## config.mk

```make
export PLATFORM = sky130hd
export DESIGN_NAME = execute_pipe
export DESIGN_NICKNAME = d
export VERILOG_FILES = /design/src/rtl/execute_pipe.sv
export SDC_FILE = /design/constraint.sdc
export NUM_CORES = 2
export LEC_CHECK = 0
export BUFFER_PORTS_ARGS = -buffer_cell sky130_fd_sc_hd__buf_2
export CORE_UTILIZATION = 57
export DETAILED_ROUTE_END_ITERATION = 12
export PLACE_DENSITY = 0.8
export SYNTH_ARGS = -nofsm -noshare
export SYNTH_HDL_FRONTEND = slang
export SYNTH_SLANG_ARGS = --single-unit
```

## constraint.sdc

```tcl
create_clock -name clk -period 5.39 [get_ports clk]
set_input_delay 1.617 -clock clk [delete_from_list [all_inputs] [get_ports clk]]
set_output_delay 1.617 -clock clk [all_outputs]
set_load 0.02 [all_outputs]
```

## src/rtl/execute_pipe.sv

```systemverilog
// Registered execute stage: single-cycle ALU, iterative unsigned multiply/divide
// with HI/LO, and a valid/ready EX/MEM output slot.
`timescale 1ns/1ps
module execute_pipe #(
    parameter int DATA_W  = 32,
    parameter int REG_W   = 5,
    parameter int SHAMT_W = $clog2(DATA_W)
) (
    input  logic              clk,
    input  logic              reset,
    input  logic              in_valid,
    output logic              in_ready,
    input  logic [3:0]        alu_fun,
    input  logic [DATA_W-1:0] input_a,
    input  logic [DATA_W-1:0] input_sz,
    input  logic [DATA_W-1:0] input_register,
    input  logic [REG_W-1:0]  rt,
    input  logic [REG_W-1:0]  rd,
    input  logic              sel_alu,
    input  logic              sel_reg,
    output logic              out_valid,
    input  logic              out_ready,
    output logic [DATA_W-1:0] out_alu,
    output logic [DATA_W-1:0] out_dato_registro,
    output logic [REG_W-1:0]  out_mux_sel_reg,
    output logic              out_dz,
    output logic              busy
);
    localparam logic [1:0] ST_IDLE = 2'd0;
    localparam logic [1:0] ST_MUL  = 2'd1;
    localparam logic [1:0] ST_DIV  = 2'd2;
    localparam logic [1:0] ST_WB   = 2'd3;
    localparam int CNT_W = $clog2(DATA_W) + 1;

    logic [1:0]          state;
    logic [DATA_W-1:0]   hi, lo;
    logic [CNT_W-1:0]    count;
    logic [2*DATA_W-1:0] acc, mcand;
    // Multiplier bits (shifted right) during MUL; dividend in / quotient out during DIV.
    logic [DATA_W-1:0]   shreg;
    logic [DATA_W-1:0]   rem, divisor;
    logic                op_div;
    logic [DATA_W-1:0]   pend_dato;
    logic [REG_W-1:0]    pend_dest;
    logic                pend_dz;

    logic [DATA_W-1:0]   b;
    logic [SHAMT_W-1:0]  shamt;
    logic                accept, slot_free, is_mul, is_div, wb_load;
    logic [DATA_W:0]     div_shift, div_diff;
    logic [DATA_W-1:0]   alu_res, wb_hi, wb_lo;

    assign b         = sel_alu ? input_sz : input_register;
    assign shamt     = input_a[SHAMT_W-1:0];
    assign slot_free = !out_valid || out_ready;
    assign in_ready  = (state == ST_IDLE) && slot_free;
    assign accept    = in_valid && in_ready;
    assign is_mul    = (alu_fun == 4'b1011);
    assign is_div    = (alu_fun == 4'b1100);
    assign busy      = (state != ST_IDLE);
    assign wb_load   = (state == ST_WB) && slot_free;
    assign wb_hi     = op_div ? rem   : acc[2*DATA_W-1:DATA_W];
    assign wb_lo     = op_div ? shreg : acc[DATA_W-1:0];

    // Restoring step: the top bit of div_diff is the borrow, clear when the divisor fits.
    assign div_shift = {rem, shreg[DATA_W-1]};
    assign div_diff  = div_shift - {1'b0, divisor};

    always_comb begin
        // NOTE: default assignment first so no path through the case leaves alu_res unassigned (no latch).
        alu_res = '0;
        case (alu_fun)
            4'b0001: alu_res = input_a + b;
            4'b0010: alu_res = input_a - b;
            4'b0011: alu_res = input_a & b;
            4'b0100: alu_res = input_a | b;
            4'b0101: alu_res = ~(input_a | b);
            4'b0110: alu_res = {{(DATA_W-1){1'b0}}, (input_a < b)};
            4'b0111: alu_res = {{(DATA_W-1){1'b0}}, ($signed(input_a) < $signed(b))};
            4'b1000: alu_res = b << shamt;
            4'b1001: alu_res = b >> shamt;
            4'b1010: alu_res = $signed(b) >>> shamt;
            4'b1101: alu_res = hi;
            4'b1110: alu_res = lo;
            default: alu_res = '0;
        endcase
    end

    // NOTE: sequential state uses non-blocking assignments only, so every register samples pre-edge values.
    always_ff @(posedge clk) begin
        if (reset) begin
            state             <= ST_IDLE;
            hi                <= '0;
            lo                <= '0;
            out_valid         <= 1'b0;
            out_alu           <= '0;
            out_dato_registro <= '0;
            out_mux_sel_reg   <= '0;
            out_dz            <= 1'b0;
        end else begin
            case (state)
                ST_IDLE: begin
                    if (accept && is_mul)      state <= ST_MUL;
                    else if (accept && is_div) state <= ST_DIV;
                end
                // Counter reaches zero on this edge.
                ST_MUL, ST_DIV: if (count == CNT_W'(1)) state <= ST_WB;
                ST_WB: begin
                    if (slot_free) begin
                        state <= ST_IDLE;
                        hi    <= wb_hi;
                        lo    <= wb_lo;
                    end
                end
                default: state <= ST_IDLE;
            endcase

            if (accept && !is_mul && !is_div) begin
                out_valid         <= 1'b1;
                out_alu           <= alu_res;
                out_dato_registro <= input_register;
                out_mux_sel_reg   <= sel_reg ? rd : rt;
                out_dz            <= 1'b0;
            end else if (wb_load) begin
                out_valid         <= 1'b1;
                out_alu           <= wb_lo;
                out_dato_registro <= pend_dato;
                out_mux_sel_reg   <= pend_dest;
                out_dz            <= pend_dz;
            end else if (out_ready) begin
                out_valid         <= 1'b0;
            end
        end
    end

    // NOTE: iteration datapath carries no reset; it is always loaded on accept before it is read.
    always_ff @(posedge clk) begin
        if (accept && (is_mul || is_div)) begin
            count     <= CNT_W'(DATA_W);
            op_div    <= is_div;
            mcand     <= {{DATA_W{1'b0}}, input_a};
            shreg     <= is_mul ? b : input_a;
            acc       <= '0;
            rem       <= '0;
            divisor   <= b;
            pend_dato <= input_register;
            pend_dest <= sel_reg ? rd : rt;
            pend_dz   <= is_div && (b == '0);
        end else if (state == ST_MUL) begin
            if (shreg[0]) acc <= acc + mcand;
            mcand <= mcand << 1;
            shreg <= shreg >> 1;
            count <= count - CNT_W'(1);
        end else if (state == ST_DIV) begin
            shreg <= {shreg[DATA_W-2:0], !div_diff[DATA_W]};
            rem   <= div_diff[DATA_W] ? div_shift[DATA_W-1:0] : div_diff[DATA_W-1:0];
            count <= count - CNT_W'(1);
        end
    end

endmodule

```

; ---- Word-level counts from Yosys, hierarchy flattened
; Index checks and enable logic that the tools add are counted.
[word_totals]
ff_bits = 406
in_bits = 116
output_inout_bits = 73
wordCells = 111
[classes]
n_addsub = 5
n_lt_le_gt_ge = 2
eq_ne = 21
shifts = 3
n_mux = 28
bitwise = 4
n_reduce_logical = 29
[ops]
columns = op, count
row1 = $mux 32, 14
row2 = $pmux 32 s12, 1
row3 = $add 64x64->64, 1
row4 = $lt 32x32->1, 2
row5 = $sub 33x32->33, 1
row6 = $add 32x32->32, 1
row7 = $and 32x32->32, 1
row8 = $logic_not 32->1, 1
row9 = $not 32->32, 1
row10 = $or 32x32->32, 1
row11 = $shl 32x5->32, 1
row12 = $shr 32x5->32, 1
row13 = $sshr 32x5->32, 1
row14 = $sub 32x32->32, 1
row15 = $eq 4x4->1 const B, 7
row16 = $eq 4x3->1 const B, 4
row17 = $mux 5, 3
row18 = $mux 6, 2
row19 = $logic_and 1x1->1, 9
row20 = $eq 4x2->1 const B, 2
row21 = $mux 2, 4
row22 = $reduce_bool 2->1, 4
row23 = $eq 6x1->1 const B, 1
row24 = $pmux 2 s3, 1
row25 = 15 further kinds, 27

; ---- Longest topological paths before layout
[depth]
word_depth = 8
ltp_mapped = 20
ltp_nobuf = 16

; ---- Least setup slack after synthesis
; Ideal clock, no wire load.
[synth_timing]
path_type = input port to flip-flop
from = input sel_alu
to = register out_alu[31]
setup_ns = 0.138
t_arrival_ns = 5.515
t_required_ns = 5.252
slack_ns = -0.263
path_stages = 18
n_path_buf = 4
path_cell_list = buf_6 -> buf_8 -> buf_2 -> buf_4 -> mux2i_1 -> inv_1 -> ha_1 -> a21oi_1 -> o21bai_2 -> a2111oi_1 -> o41ai_2 -> a211oi_2 -> o31a_1 -> o31a_1 -> a221oi_1 -> or4_1 -> o21ai_1 -> a22oi_1
[synth_via]
word_cells_on_any_way = 11
classes_between = 2 x add/sub / 3 x shift / 3 x mux / 3 x bitwise
[synth_rtl]
columns = item, line
row1 = "start, declared", 19  ; input logic sel_alu,
row2 = $mux 32 *, 53  ; assign b = sel_alu ? input_sz : input_register;
row3 = via b[1], 47  ; logic [DATA_W-1:0] b;
row4 = "$sub 32x32->32, or another cell as far along", 74  ; 4'b0010: alu_res = input_a - b;
row5 = $pmux 32 s12 *, 72  ; case (alu_fun)
row6 = $mux 32 *, 118  ; if (accept && !is_mul && !is_div) begin
row7 = "end signal, assigned", 120  ; out_alu <= alu_res;
row8 = "end signal, assigned", 126  ; out_alu <= wb_lo;
row9 = "end, declared", 23  ; output logic [DATA_W-1:0] out_alu,
; The timed path passes the listed nets; every way through them passes the cells marked *.
; A chain may end at the register's enable or synchronous reset.

; ---- Final worst setup path
[layout_timing]
from = input sel_alu
to = register out_alu[26]
[layout_via]
elab_chain_len = 5
word_cells_on_any_way = 11
classes_between = 2 x add/sub / 3 x shift / 3 x mux / 3 x bitwise
[layout_lines]
columns = item, line
row1 = $mux 32 *, 53
row2 = branches (longest 2 deep; another with $sub 32x32->32), -
row3 = $pmux 32 s12 *, 72
row4 = $mux 32 *, 118
; Mark *: on every way between the ends.

==> impl_metrics.py <==
metrics = {
    "die": {
        "row_count": 84,
        "pin_count": 189,
        "die_x_um": 235,
        "start_util": 0.582,
        "dieArea_mm2": 0.0552,
        "dieHeight_um": 235,
        "core_area_mm2": 0.0531,
    },
    "grt": {
        "use_met2": 0.665,
        "gr-total-overflow": 0,
        "grt_pass1_vias": 29300,
        "antenna_found_initial": 5,
        "grt-busiest-layer": "met2",
        "gr-usage-all-layers": 0.446,
        "grt_max_degree": 85,
        "grtUsageMet1": 0.610,
        "use_met3": 0.0956,
        "grt_pass1_wl_um": 188000,
    },
    "worst_setup_path": {
        "path_common_cell": "buf_4",
        "critical_path_class": "input port to flop",
        "arrival_ps": 5580,
        "slowest_delay_ps": 770,
        "cp_num_buf_inv": 4,
        "startpoint_type": "input port",
        "reg2reg_from": "shreg[31]$_DFFE_PP_",
        "slowest_stage": "a2111oi_0",
        "critPathCaptureType": "flop",
        "path_cells": "buf_4 > buf_4 > mux2i_1 > buf_4 > ha_1 > nor2_1 > o21bai_1 > a21oi_1 > o31a_1 > buf_12 > a2111oi_0 > o21ai_0 > nand2b_1 > o221ai_1 > nor2_1 > nor3_1 > or3_1",
        "critical_path_cell_count": 17,
        "cp_max_fo": 18,
        "startpoint": "sel_alu",
        "reg2regPathDepth": 16,
        "cp_top_family": "compound AO/OA/AOI/OAI gates",
        "required_ps": 5880,
    },
    "finish": {
        "stdcell_count": 4708,
        "reg_top3": "acc (64), mcand (64)",
        "syn_to_final_growth_pct": 13.8,
        "fin_nets": 4306,
        "final_layout_size_suffix_gt1_frac": 0.144,
    },
    "flow_run": {
        "drv_cap": 0,
    },
    "sta": {
        "achievable-frequency_mhz": 196,
        "worst_slack_ps": 297,
        "rsz0062_at_grt": "false",
        "worst_pin_slew_ps": 967,
        "tns_ps": 0,
        "finalCriticalPeriod_ps": 5090,
        "maxSlewHeadroom": 0.350,
        "clock_skew_ps": 24.6,
        "fin_crit_sh": 0.945,
        "hold_viol": 0,
        "setup_viol": 0,
        "drv_slew": 0,
    },
    "yosys": {
        "ys.warnings.count": 0,
        "synthTopCellsByArea": "dfxtp_1 (18%), edfxtp_1 (13%), ha_1 (8.4%)",
        "synth_seq_area_share": 0.307,
        "synthArstFlopShare": 0,
        "synth_cells": 3802,
        "syn_nets": 4129,
        "synth_area_per_cell_um2": 8.13,
        "ys.flop_type": "dfxtp_1",
        "synth.largest_area_cell": "dfxtp_1",
        "synth-edff-count": 135,
        "yosys_register_bits": 406,
        "synthDistinctLibCells": 87,
        "synth_area_mm2": 0.0309,
        "synth_top_area_frac": 0.176,
    },
    "power": {
        "leakage_nw": 14.9,
        "finalPower_w": 0.0163,
        "p_int_w": 0.00931,
        "vdd_ir_drop_max_uv": 693,
        "p_switching_w": 0.00703,
        "p_comb_frac": 0.473,
        "power.density_mw_per_mm2": 465,
        "clockPowerShare": 0.226,
        "seqPwrFrac": 0.301,
        "swShare": 0.430,
    },
    "detailed_routing": {
        "drc": 0,
        "viasPerCell": 6.78,
        "wirelength_um": 127000,
        "drtIter0Drc": 4655,
        "avgRoutedWirePerCell_um": 27.0,
        "vias": 31900,
        "first_pass_iters": 7,
        "ant_nets": 0,
    },
    "clock_tree": {
        "cts_buffer_depth": 3,
        "cts_made_buffers": 47,
        "root_buffer": "clkbuf_16",
        "insertion_delay_ps": 610,
        "clk_pin_slew_ps": 70,
        "cts-resized-gates": 0,
        "cts_tree": "done",
        "cts_hold_buf": 0,
        "post_cts_buffers": 0,
        "htreeDepth": 2,
        "cts_sinks": 406,
    },
    "min_path": {
        "hp-class": "flop to flop",
        "hold_start": "out_dz$_SDFFE_PP0P_",
        "min_delay_path_depth": 2,
    },
    "place": {
        "preCtsSetupSlack_ps": -174,
        "globalplace.congestion": 1.09,
        "numPortBuffers": 188,
        "hpwl_um": 95500,
        "dp.cells": 4618,
    },
    "status": {
        "status": "finished, final reports clean",
    },
}
[final cells by class]
type	count	area [µm²]
well taps	688	861
multi-input cells	2966	19900
fillers	4500	17900
diodes	2	5.00
flip-flops and latches	406	9480
inverters	169	639
repair buffers	389	2550
clock buffers	57	1270
clock inverters	31	488
[metal layers]
| layer | part of all wire | vias up |
|---|---|---|
| li1 | - | 14300 |
| met1 | 0.40 | 15100 |
| met2 | 0.42 | 2113 |
| met3 | 0.12 | 379 |
| met4 | 0.057 | 4 |
| met5 | 0.00026 | - |
[power by group through the flow]
stage	sequential (W)	combinational [W]	clock [W]
final	0.00491	0.00773	0.00370
after global routing	0.00498	0.00840	0.00379
after CTS	0.00488	0.00754	0.00369
after detailed placement	0.00492	0.00746	0
after global placement	0.00490	0.00733	0
after floorplan	0.00472	0.00530	0
[cells in the final DEF (no fill, tap or decap), drive strengths merged, types with 109 or more instances in the layout]
master / n
ha: 207
o21ai: 272
edfxtp: 135
dfxtp: 271
buf: 389
nor2: 417
nand2: 460
a21oi: 349
mux2i: 218
inv: 171
a211oi: 109
[path summary, 6_finish.rpt]
| kind | end | slack (ps) |
|---|---|---|
| max reg2reg | rem[0]$_SDFFE_PP0P_ | 1090 |
| min reg2reg | out_dz$_SDFFE_PP0P_ | 480 |
| max | out_alu[26]$_SDFFE_PP0P_ | 300 |
| min | out_dz$_SDFFE_PP0P_ | 480 |
[stage by stage]
step / instance area [µm²] / hold WS [ps] / util
3_3_place_gp: 33400 / 443 / 0.629
5_1_grt: 35200 / 495 / 0.662
3_5_place_dp: 33400 / 466 / 0.629
6_report: 35200 / 475 / 0.662
2_1_floorplan: 30900 / 440 / -
4_1_cts: 35200 / 476 / 0.662
[logic make-up (layout without fill, tap and decap cells)]
group,after synthesis,count (layout),share of synthesized area
simple gates,1207,1207,0.169
compound gates,1178,1178,0.246
buf+inv,430,646,0.0539
flops,406,406,0.307
mux,278,278,0.111
fa+ha+maj,211,211,0.0864
xor+xnor,92,92,0.0261
other cells,0,2,0
[synth_stat cells (36+ instances only)]
library cell / count
a211oi_1: 107
a21o_1: 75
a21oi_1: 349
a311oi_1: 40
buf_1: 46
clkbuf_1: 195
dfxtp_1: 271
edfxtp_1: 135
ha_1: 207
inv_1: 163
mux2i_1: 215
mux4_2: 45
nand2_1: 460
nand3_1: 57
nand4_1: 36
nor2_1: 417
nor3_1: 75
o21ai_0: 271
o21bai_1: 39
xnor2_1: 57
[worst reg2reg max path, stage by stage (launching register included)]
cell	delay, ps
edfxtp_1	570
inv_1	120
ha_1	260
fa_1	420
nor2b_1	120
o21ai_0	90
nand2b_1	120
a31oi_1	230
o311ai_1	360
buf_4	210
nand4_1	170
nand3_1	190
a41oi_1	260
xnor2_2	250
buf_12	270
mux2_2	450
a21oi_1	130
Note: power is estimated with default switching activity, not from simulation.
